<file path="config.mk">
export PLATFORM = sky130hd
export DESIGN_NAME = sysu_gate_pipe
export DESIGN_NICKNAME = d
export VERILOG_FILES = /design/src/rtl/sysu_gate_pipe.sv
export SDC_FILE = /design/constraint.sdc
export NUM_CORES = 1
export LEC_CHECK = 0
export BUFFER_PORTS_ARGS = -buffer_cell sky130_fd_sc_hd__buf_4
export CORE_UTILIZATION = 45
export DETAILED_ROUTE_END_ITERATION = 7
export PLACE_DENSITY = 0.71
export RECOVER_POWER = 25
export SLEW_MARGIN = 20
export SYNTH_ARGS = -nofsm -noshare
export SYNTH_HDL_FRONTEND = slang
export SYNTH_SLANG_ARGS = --single-unit
</file>
<file path="constraint.sdc">
create_clock -name CLK -period 1.4 [get_ports CLK]
set_input_delay 0.28 -clock CLK [delete_from_list [all_inputs] [get_ports CLK]]
set_output_delay 0.28 -clock CLK [all_outputs]
set_load 0.005 [all_outputs]
</file>
<file path="src/rtl/sysu_gate_pipe.sv">
// rtl/sysu_gate_pipe.sv - pipelined selectable bitwise gate with valid/ready flow control
module sysu_gate_pipe #(
    parameter int WIDTH   = 8,
    parameter int NUM_IN  = 2,
    parameter int LATENCY = 1
) (
    input  logic                         CLK,
    input  logic                         RST,
    input  logic [NUM_IN*WIDTH-1:0]      A,
    input  logic [2:0]                   MODE,
    input  logic                         IN_VALID,
    output logic                         IN_READY,
    output logic [WIDTH-1:0]             Y,
    output logic                         OUT_VALID,
    input  logic                         OUT_READY,
    output logic [$clog2(LATENCY+1)-1:0] COUNT
);

    localparam int CW = $clog2(LATENCY + 1);

    localparam logic [2:0] MODE_OR   = 3'd0;
    localparam logic [2:0] MODE_AND  = 3'd1;
    localparam logic [2:0] MODE_XOR  = 3'd2;
    localparam logic [2:0] MODE_NOR  = 3'd3;
    localparam logic [2:0] MODE_NAND = 3'd4;
    localparam logic [2:0] MODE_XNOR = 3'd5;
    localparam logic [2:0] MODE_PASS = 3'd6;

    logic [WIDTH-1:0]   r_data [LATENCY];
    logic [LATENCY-1:0] r_valid;
    logic [CW-1:0]      r_count;
    logic [LATENCY-1:0] w_ready;
    logic [WIDTH-1:0]   w_or;
    logic [WIDTH-1:0]   w_and;
    logic [WIDTH-1:0]   w_xor;
    logic [WIDTH-1:0]   w_func;
    logic               w_accept;
    logic               w_consume;

    // Reduce all operands once, then pick (and optionally invert) by MODE
    always_comb begin
        w_or  = '0;
        w_and = '1;
        w_xor = '0;
        for (int i = 0; i < NUM_IN; i++) begin
            w_or  = w_or  | A[i*WIDTH +: WIDTH];
            w_and = w_and & A[i*WIDTH +: WIDTH];
            w_xor = w_xor ^ A[i*WIDTH +: WIDTH];
        end
        case (MODE)
            MODE_OR:   w_func = w_or;
            MODE_AND:  w_func = w_and;
            MODE_XOR:  w_func = w_xor;
            MODE_NOR:  w_func = ~w_or;
            MODE_NAND: w_func = ~w_and;
            MODE_XNOR: w_func = ~w_xor;
            MODE_PASS: w_func = A[WIDTH-1:0];
            default:   w_func = '0;
        endcase
    end

    // Stage i is ready when any stage from i to the end has a hole, or the
    // output is being consumed; written flat to avoid a self-referencing chain
    for (genvar g = 0; g < LATENCY; g++) begin : g_ready
        assign w_ready[g] = OUT_READY | ~(&r_valid[LATENCY-1:g]);
    end

    assign IN_READY  = w_ready[0];
    assign w_accept  = IN_VALID & w_ready[0];
    assign w_consume = r_valid[LATENCY-1] & OUT_READY;
    assign Y         = r_data[LATENCY-1];
    assign OUT_VALID = r_valid[LATENCY-1];
    assign COUNT     = r_count;

    // Stage registers: valid follows upstream when ready, data only on a real entry
    always_ff @(posedge CLK or posedge RST) begin
        if (RST) begin
            r_valid <= '0;
            for (int i = 0; i < LATENCY; i++) begin
                r_data[i] <= '0;
            end
        end else begin
            if (w_ready[0]) begin
                r_valid[0] <= IN_VALID;
                if (IN_VALID) begin
                    r_data[0] <= w_func;
                end
            end
            for (int i = 1; i < LATENCY; i++) begin
                if (w_ready[i]) begin
                    r_valid[i] <= r_valid[i-1];
                    if (r_valid[i-1]) begin
                        r_data[i] <= r_data[i-1];
                    end
                end
            end
        end
    end

    // Occupancy: accept adds one, consume removes one, both together cancel
    always_ff @(posedge CLK or posedge RST) begin
        if (RST) begin
            r_count <= '0;
        end else if (w_accept && !w_consume) begin
            r_count <= r_count + CW'(1);
        end else if (w_consume && !w_accept) begin
            r_count <= r_count - CW'(1);
        end
    end

endmodule

</file>
# --- Word-level counts from Yosys, hierarchy flattened ---
# Cells that the tools add are included.
# W data, S select, Z words.
totals:
  register_bits: 10
  elab_cells: 31
classes:
  muxes: 3
  add_sub_neg: 2
  n_eq_ne: 6
  bitwise: 10
  reduce_logical: 7
ops:
  columns: ["cell", "n"]
  rows:
  - ["$pmux W8 S7", 1]
  - ["$not A8 Y8", 3]
  - ["$eq A3 B3 Y1 const B", 3]
  - ["$and A8 B8 Y8", 1]
  - ["$or A8 B8 Y8", 1]
  - ["$xor A8 B8 Y8", 1]
  - ["$eq A3 B2 Y1 const B", 2]
  - ["$eq A3 B1 Y1 const B", 1]
  - ["$logic_not A3 Y1", 1]
  - ["$and A1 B1 Y1", 2]
  - ["$logic_and A1 B1 Y1", 2]
  - ["$logic_not A1 Y1", 2]
  - ["$mux W1", 2]
  - ["$reduce_and A2 Y1", 1]
  - ["$reduce_bool A2 Y1", 1]
  - ["$add A1 B1 Y1 const B", 1]
  - ["$not A1 Y1", 1]
  - ["$or A1 B1 Y1", 1]
  - ["$sub A1 B1 Y1 const B", 1]

# --- Depth between registers and ports, before layout ---
# Gate-level depths: netlist of run 1.
logic_depth:
  depth_word: 7
  mapped_depth: 6
  depth_no_buf: 6

# --- Least setup slack after synthesis of run 1 ---
# OpenSTA, ideal clock, no wires.
synth_timing:
  path_kind: "input -> register"
  from: "in A[0]"
  to: "reg r_data (netlist bit Y[0])"
  cell_stages: 6
  path_buffers: 0
  setup_slack_ns: -0.026
  arrival_time_ns: 1.305
  cell_sequence: "inv_1 -> ha_1 -> mux2_4 -> a21oi_1 -> o221ai_1 -> a22o_1"
synth_between:
  elab_chain_cells: 3
  elab_cells_between_ends: 7
  classes_between: "mux (1); bitwise (6)"
synth_rtl:
  columns: ["item", "line", "text"]
  rows:
  - ["from (decl)", "9", "input logic [NUM_IN*WIDTH-1:0] A,"]
  - ["$xor A8 B8 Y8 (tied with other cells)", "48", "w_xor = w_xor ^ A[i*WIDTH +: WIDTH];"]
  - ["$not A8 Y8, on equally long branches", "56, 54, 55", null]
  - ["$pmux W8 S7 (*)", "50", "case (MODE)"]
  - ["to (signal, indexed assignment)", "93", "r_data[i] <= r_data[i-1];"]
  - ["to (decl)", "29", "logic [WIDTH-1:0] r_data [LATENCY];"]
# Mark *: on every way between the ends. The rest lies on a longest branch, timed or not.
# A chain may end at the register's enable or synchronous reset.

# --- Final worst setup path of run 1 ---
layout_timing:
  from: "reg r_valid (netlist: OUT_VALID)"
  to: "reg r_data (netlist bit Y[6])"
layout_between:
  elab_chain_cells: 3
layout_rtl:
  columns: ["item", "line", "text"]
  rows:
  - ["from (decl)", "30", "logic [LATENCY-1:0] r_valid;"]
  - ["from (signal, indexed assignment)", "91", "r_valid[i] <= r_valid[i-1];"]
  - ["$not A1 Y1", "65", "assign w_ready[g] = OUT_READY | ~(&r_valid[LATENCY-1:g]);"]
  - ["$or A1 B1 Y1", "65", null]
  - ["$reduce_and A2 Y1 (no line)", null, null]
# No other way between the ends.

==> summary.md, run 1 <==
In the final routed layout, each cell accounts on average for 13.5 um. The final net count is 214. The area used by multi-input combinational logic came out at 751 um2. The final critical-path share of the clock period came out at 0.919. The proportion of synthesized area in mux cells was 0.103. Counting instances, the worst hold path has a depth of 2.

The clock passes through at most 2 buffers. The first global-routing pass estimated 4500 um of wire. The run gives 34 as the count of boundary I/O pins.

Cell depth of the worst flop-to-flop path: 5. The setup TNS came out at 0 ps. The count of standard-cell rows came out at 17.

Most area-hungry cell type in the Yosys netlist: sky130_fd_sc_hd__dfrtp_1. The mapped netlist covers 0.00114 mm2. By count the netlist is led by sky130_fd_sc_hd__inv_1, sky130_fd_sc_hd__ha_1, sky130_fd_sc_hd__nand2_1. Count of placed standard cells including taps: 195. At the worst endpoint, the required time is 1610 ps. The floorplan step set the die width to 52.3 um.

The die is 52.3 um tall. Worst hold path startpoint: IN_VALID. The post-route core utilization is 0.655. Counting flops with a built-in enable in the synthesized netlist gives 0. The average footprint of a synthesized cell is 8.43 um2. The logs give 0 for the final count of hold timing violations and 0.496 for the starting density of the core. In this run the cell area measured after placement is 0.00144 mm2.

The flop-to-flop setup slack is 110 ps, and the clock period minus worst slack is 1290 ps. Setup repair after global routing left no endpoint under its margin. The number of warning messages in the yosys log came out at 0.

The count of max-cap constraint violations came out at 0. The share of async-settable or async-resettable flops after synthesis is 1.00, and the share of the yosys chip area belonging to registers is 0.220. The adder-cell share of the synthesized area is 0.176.

The simple-gate share of the synthesized area came out at 0.130. The via count normalized by instance count works out to 5.55. Along the worst path, the maximum fanout reaches 4. The peak supply drop was 0.000629 V.

Number of nets with antenna violations after detailed routing: 0. The overall track demand over capacity in global routing is 0.221. Once layout is done, the placed cells without fillers occupy 0.00150 mm2.

The post-synthesis compound-gate area fraction was 0.237. Quantity of I/O buffers inserted on ports: 33. The tools report the relative slew slack as 0.738. The kind of capture point of the worst setup path was a flop. Clock-pin slew was measured on the worst setup and hold paths at 70 ps. For the pin with the worst max-slew slack, the measured transition is 393 ps. The run gives 10 as the number of clock sinks.

The aggregate routed wire length is 2730 um, and the final count of pins violating max slew is 0. The final critical-path setup slack came out at 113 ps. The layout has 208 filler cells. The logs give 0 for the initial antenna violation count and 1.11 mW for the total power of the final layout.

Type of the setup path with the least slack: reg2reg. The net count of the mapped netlist came out at 174. STA puts the critical path data arrival time at 1500 ps. Among all flip-flop cells after synthesis, the most frequent one is sky130_fd_sc_hd__dfrtp_1. The area fraction of the dominant cell type after synthesis was 0.220. Relative to the synthesized area, the layout overhead comes to 32.1%. The tools report the number of global-route vias before repair as 1082.

For hold timing, the worst endpoint is OUT_VALID. The logs give -161 ps for the worst setup slack after placement and 3 for the total clock buffers created by CTS. The proportion of layout cells with a drive suffix above 1 is 0.299, and the length of the first detailed-routing pass in iterations is 4. The flow ran to the end, and the final reports show no timing, DRC or antenna violations.

In this run the critical register-to-register path is captured at Y[6]. The floorplan die area was 0.00274 mm2. Sorting the synthesized cells by area gives the leading types as sky130_fd_sc_hd__dfrtp_1, sky130_fd_sc_hd__ha_1, sky130_fd_sc_hd__mux2i_1. The highest attainable clock frequency is 777 MHz. The logs give 135 for the number of cells produced by synthesis and 202 for the final cell count without fillers. The run gives 245 ps as the worst hold margin. Startpoint of the worst-slack reg-to-reg timing path: OUT_VALID. STA classifies the critical path startpoint as a flop. In this run the static leakage power is 0.779 nW. TritonCTS built the clock tree. Final weighted congestion in routability-driven placement: 0.751. The repair_antennas step left the layout with diodes totalling 0.

The xor and xnor area share after synthesis was 0.00769; the register cell area after layout was 250 um2. The total congestion overflow after global routing was 0. Register bit count reported by yosys: 10.

The maximum level of the CTS H-tree is 1, and the total DRC errors in the routed layout is 0. Path type of the worst min-delay path: in2reg. The core region is 0.00230 mm2. The final number of setup-violating endpoints is 0, and the number of distinct library cell variants in the gate-level netlist after synthesis is 33.

Clock tree root driver cell: sky130_fd_sc_hd__clkbuf_4. Power spread over the standard cell area amounts to 738 mW/mm2. The tools report the maximum number of pins on one net before global-route repair as 29. By instance count, the leading cell after synthesis is sky130_fd_sc_hd__inv_1. Total vias in the final route: 1121.

Detailed placement finished with a half-perimeter wire length of 2030 um. Initial detailed-routing violation count: 16. On the final layout, the worst clock skew is 3.85 ps. The later pin in the worst-skew pair is clocked with a latency of 270 ps.

The main combinational cell family by area after synthesis was compound AO/OA/AOI/OAI gates.
==> worst max path at each step <==
stage / start / depth (start not counted) / slack [ps] / end
3_3_place_gp: A[8] / 7 / -120 / Y[0]
6_report: OUT_VALID / 5 / 110 / Y[6]
5_1_grt: OUT_VALID / 4 / 20 / Y[2]
3_5_place_dp: A[8] / 7 / -160 / Y[0]
2_1_floorplan: A[8] / 6 / 2 / Y[0]
4_1_cts: OUT_VALID / 4 / 60 / Y[4]
==> layer usage <==
layer / GRT usage / vias to the layer above / wire [um]
li1: - / 558 / -
met1: 0.251 / 528 / 1170
met2: 0.409 / 31 / 1370
met3: 0.0435 / 4 / 149
met4: 0.0658 / 0 / 38
met5: 0 / - / 0
==> where the power goes <==
part | switching, mW | internal, mW | total (mW) | leakage (nW)
Sequential | 0.0371 | 0.346 | 0.383 | 0.123
Combinational | 0.204 | 0.252 | 0.456 | 0.636
Clock | 0.112 | 0.158 | 0.270 | 0.0210
==> state kept, by name, indices dropped and copies added, names as in the netlist <==
register / count
Y: 8
COUNT: 1
OUT_VALID: 1
==> placed cells by master (no fill, tap or decap), drive strengths merged <==
master / n
buf: 42
inv: 21
ha: 16
nand2: 13
a21oi: 11
dfrtp: 10
o221ai: 9
mux2i: 8
clkbuf: 6
nor2: 5
a311oi: 5
nand2b: 3
mux2: 3
nor2b: 2
a22o: 2
or4: 2
o211ai: 2
nor3: 2
a31oi: 1
and2b: 1
o32a: 1
nand3b: 1
a31o: 1
and3b: 1
a211o: 1
a21o: 1
a32o: 1
a32oi: 1
xor2: 1
dlygate4sd3: 1
==> cells by family after synthesis <==
| kind of cell | Yosys count |
|---|---|
| AO/OA/AOI/OAI | 36 |
| multiplexers | 11 |
| flip-flops | 10 |
| buffers and inverters | 31 |
| AND/OR/NAND/NOR | 30 |
| adder cells (fa/ha/maj) | 16 |
| XOR/XNOR | 1 |
==> repair_timing <==
item	4_1_cts	5_1_grt
resized for setup	0	1
setup endpoints to repair	0	4
hold buffers	1	0
hold endpoints to repair	10	0
setup buffers	0	2
==> cell type report <==
cell class,instances,share of cell area
multi-input cells,94,0.499
inverters,21,0.0524
clock buffers,4,0.0241
well taps,28,0.0233
flip-flops and latches,10,0.166
repair buffers,45,0.235
==> worst max-delay path, stage by stage (launching register included) <==
cell	delay, ps
sky130_fd_sc_hd__dfrtp_1	380
sky130_fd_sc_hd__nand2b_1	130
sky130_fd_sc_hd__nand2_2	90
sky130_fd_sc_hd__buf_4	160
sky130_fd_sc_hd__a31oi_1	260
sky130_fd_sc_hd__a32o_1	210
Note: power is estimated with default switching activity, not from simulation.
==> run 2: changes to the inputs <==
--- a/config.mk
+++ b/config.mk
@@ -5,10 +5,12 @@
 export SDC_FILE = /design/constraint.sdc
 export NUM_CORES = 1
 export LEC_CHECK = 0
+export ABC_CLOCK_PERIOD_IN_PS = 1400
 export BUFFER_PORTS_ARGS = -buffer_cell sky130_fd_sc_hd__buf_4
+export CORE_MARGIN = 10
 export CORE_UTILIZATION = 45
 export DETAILED_ROUTE_END_ITERATION = 7
-export PLACE_DENSITY = 0.71
+export PLACE_DENSITY_LB_ADDON = 0.05
 export RECOVER_POWER = 25
 export SLEW_MARGIN = 20
 export SYNTH_ARGS = -nofsm -noshare
==> run 2 against run 1 <==
Clock skew grew 2.6 ps. Setup slack improved by 4.6 ps. Core utilization shrank 4.0 points. Clock-buffer cell count stayed put. Largest power group unchanged. Maximum frequency rose by 0.36%. Final cell count up 0.99%. Critical path depth is 2 lower. Total power is 0.86% lower. Via count down 1.5%. Critical path type is now reg2out. Clock power down 2%.
==> summary.md, run 2 (synthesized netlist as in run 1, its figures left out) <==
The top fanout value on the critical path is 2 (-2). The initial antenna violation count was 0 (unchanged); the per-cell routed wire length was 13.9 um (+2.9%). The count of max-cap constraint violations is 0 (unchanged), and the flip-flop count of the largest register, all copies and words added is 8 (unchanged). The global-route wire length before repair is 4810 um (+6.9%).

The run gives 0.615 (-0.0400) as the post-route core utilization. Tracing the worst setup path back leads to its startpoint at OUT_VALID. The clock-pin slew on the worst setup and hold paths is 70 ps (about the same), and the post-route standard cell area excluding fillers is 0.00151 mm2 (+0.33%).

Register share of total power: 0.346 (about the same). For the peak supply drop, the log shows 0.000693 V (+10%). For the register cell area after layout, the log shows 250 um2 (unchanged).

Setup repair after global routing left no endpoint under its margin. The flow ran to the end, and the final reports show no timing, DRC or antenna violations. Relative slew slack: 0.731 (-0.00671). The total power per unit cell area was 729 mW/mm2 (-1.2%); the quantity of I/O buffers inserted on ports was 33 (unchanged). The total congestion overflow after global routing came out at 0 (unchanged). The die span in x works out to 70.3 um (+34%). The via count normalized by instance count is 5.41 (-2.5%), and the number of clock sinks is 10 (unchanged).

Final number of setup-violating endpoints: 0 (unchanged). The fill cell instance count of the final layout was 213 (+2.4%); the amount of wire on met3 after detailed routing was 166 um (+11%). The total DRC errors in the routed layout was 0 (unchanged). The final weighted congestion in routability-driven placement is 0.769 (+2.5%), and the post-place instance area is 0.00145 mm2 (+0.70%). The aggregate routed wire length is 2840 um (+3.9%). The maximum number of pins on one net before global-route repair is 29 (unchanged). The worst register-to-register path begins at OUT_VALID. In this run the clock root is driven by a sky130_fd_sc_hd__clkbuf_4. For the core area, the log shows 0.00245 mm2 (+6.9%).

For the final count of pins violating max slew, the log shows 0 (unchanged). The termination of the worst setup path was IN_READY. The cell depth of the worst flop-to-flop path is 4 (-1).

The logs give 1370 um (+17%) for the length of routed wiring on met1 and 0.241 (-0.003) for the clock share of power. The worst-path cell with the longest stage delay was sky130_fd_sc_hd__dfrtp_1. The worst register-to-register path ends at Y[2].

For the initial detailed-routing violation count, the log shows 83 (+67). The final net count is 214 (unchanged). Switching power share of the total: 0.313 (-0.00483).

The maximum root-to-sink buffer count is 2 (unchanged), and the power share of the combinational group is 0.414 (+0.003). The pin slew with the least headroom to its limit works out to 403 ps (+10.1 ps). The final count of hold timing violations is 0 (unchanged).

The worst setup path is launched from a flop. The total power of the final layout came out at 1.10 mW (-0.86%). The worst stage delay on the critical path works out to 380 ps (about the same).

The leakage power total is 0.777 nW (-0.32%), and the maximum level of the CTS H-tree is 1 (unchanged). The proportion of layout cells with a drive suffix above 1 was 0.299 (unchanged); the data required time of the critical path was 1120 ps (-490 ps). Reported net switching power: 0.345 mW (-2.4%).

The path type of the worst min-delay path was in2reg. The run gives 0 (unchanged) as the number of nets with antenna violations after detailed routing. The run gives 130 ps (+20 ps) as the flop-to-flop setup slack. Leaving out fill and tap cells, the most frequent cell in the layout is sky130_fd_sc_hd__buf_4.

The tools report the internal power component as 0.755 mW (-0.16%). The highest signal layer in the routed design was met4. For the highest attainable clock frequency, the log shows 780 MHz (+0.36%).

The tools report the count of standard-cell rows as 18 (+1). Area used by multi-input combinational logic: 757 um2 (+0.83%). The final critical-path share of the clock period is 0.916 (-0.00326).

The die outline height was 70.3 um (+34%). The clock skew after layout is 6.41 ps (+2.56 ps), and the count of boundary I/O pins is 34 (unchanged). Traced cell by cell, the critical path runs through nand2b_1 -> clkbuf_1 -> buf_4. The worst setup path is of the reg2out kind. The tools report the endpoint arrival time on the critical path as 1000 ps (-500 ps). TritonCTS built the clock tree. The starting density of the core was 0.464 (-0.0318).

The floorplan die area was 0.00494 mm2 (+81%). The tools report the wire length on met2 as 1290 um (-5.8%). The final HPWL from detailed placement was 2240 um (+10%); the overall track demand over capacity in global routing was 0.113 (-0.108). The total vias in the final route is 1104 (-1.5%), and the total clock buffers created by CTS is 3 (unchanged). The length of the first detailed-routing pass in iterations is 4 (unchanged). The run gives 0 (unchanged) as the total inserted antenna cells.

The tools report the number of global-route vias before repair as 1025 (-5.3%). The top cell types in the final layout, fill and taps aside, are sky130_fd_sc_hd__buf_4, sky130_fd_sc_hd__inv_1, sky130_fd_sc_hd__ha_1. The area growth from synthesis to layout is 32.5%. The clock period minus worst slack was 1280 ps (-4.56 ps); the worst-skew pair later-pin latency was 270 ps (about the same).

The worst setup path is captured at an output pin.
## run 2: critical path, delay by kind of cell (launching register included)
family	cells	cell delay [ps]
buffers and inverters	2	250
AND/OR/NAND/NOR	1	100
flip-flops	1	380
## run 2: area by class of cell
cell class	instances	area share
clock buffers	4	0.0240
inverters	21	0.0522
well taps	30	0.0249
multi-input cells	94	0.502
repair buffers	45	0.231
flip-flops and latches	10	0.166
## run 2: per-stage QoR
| stage | instances | hold WS [ps] | setup WS (ps) | TNS (ps) |
|---|---|---|---|---|
| 2_1_floorplan | 135 | 120 | 2.13 | 0 |
| 3_3_place_gp | 198 | 287 | -102 | -217 |
| 3_5_place_dp | 198 | 296 | -131 | -292 |
| 4_1_cts | 203 | 219 | 59.5 | 0 |
| 5_1_grt | 204 | 242 | 37.9 | 0 |
| 6_report | 204 | 234 | 118 | 0 |
## run 2: what timing repair did
| action | CTS | global route |
|---|---|---|
| hold endpoints to repair | 4 | 0 |
| endpoints found under the setup margin | 1 | 3 |
| resized for setup | 1 | 1 |
| hold buffers | 1 | 0 |
| setup buffers | 0 | 1 |
## run 2: metal layers
metal	global-route usage	up-vias
met5	0	-
met4	0.0329	0
met3	0.0353	2
met2	0.162	28
met1	0.156	512
li1	-	562
## run 2: power groups by stage
stage	logic (mW)	registers (mW)	clock network [mW]
after floorplan	0.231	0.388	0
after global placement	0.444	0.384	0
after detailed placement	0.454	0.385	0
after CTS	0.461	0.380	0.275
after global routing	0.515	0.390	0.282
final	0.455	0.380	0.265
## run 2: worst min-delay path by stage
| stage | cells past startpoint | to | startpoint | slack (ps) |
|---|---|---|---|---|
| 2_1_floorplan | 1 | COUNT | RST | 120 |
| 3_3_place_gp | 2 | Y[6] | RST | 290 |
| 3_5_place_dp | 2 | Y[6] | RST | 300 |
| 4_1_cts | 2 | OUT_VALID | IN_VALID | 220 |
| 5_1_grt | 2 | OUT_VALID | IN_VALID | 240 |
| 6_report | 2 | OUT_VALID | IN_VALID | 230 |
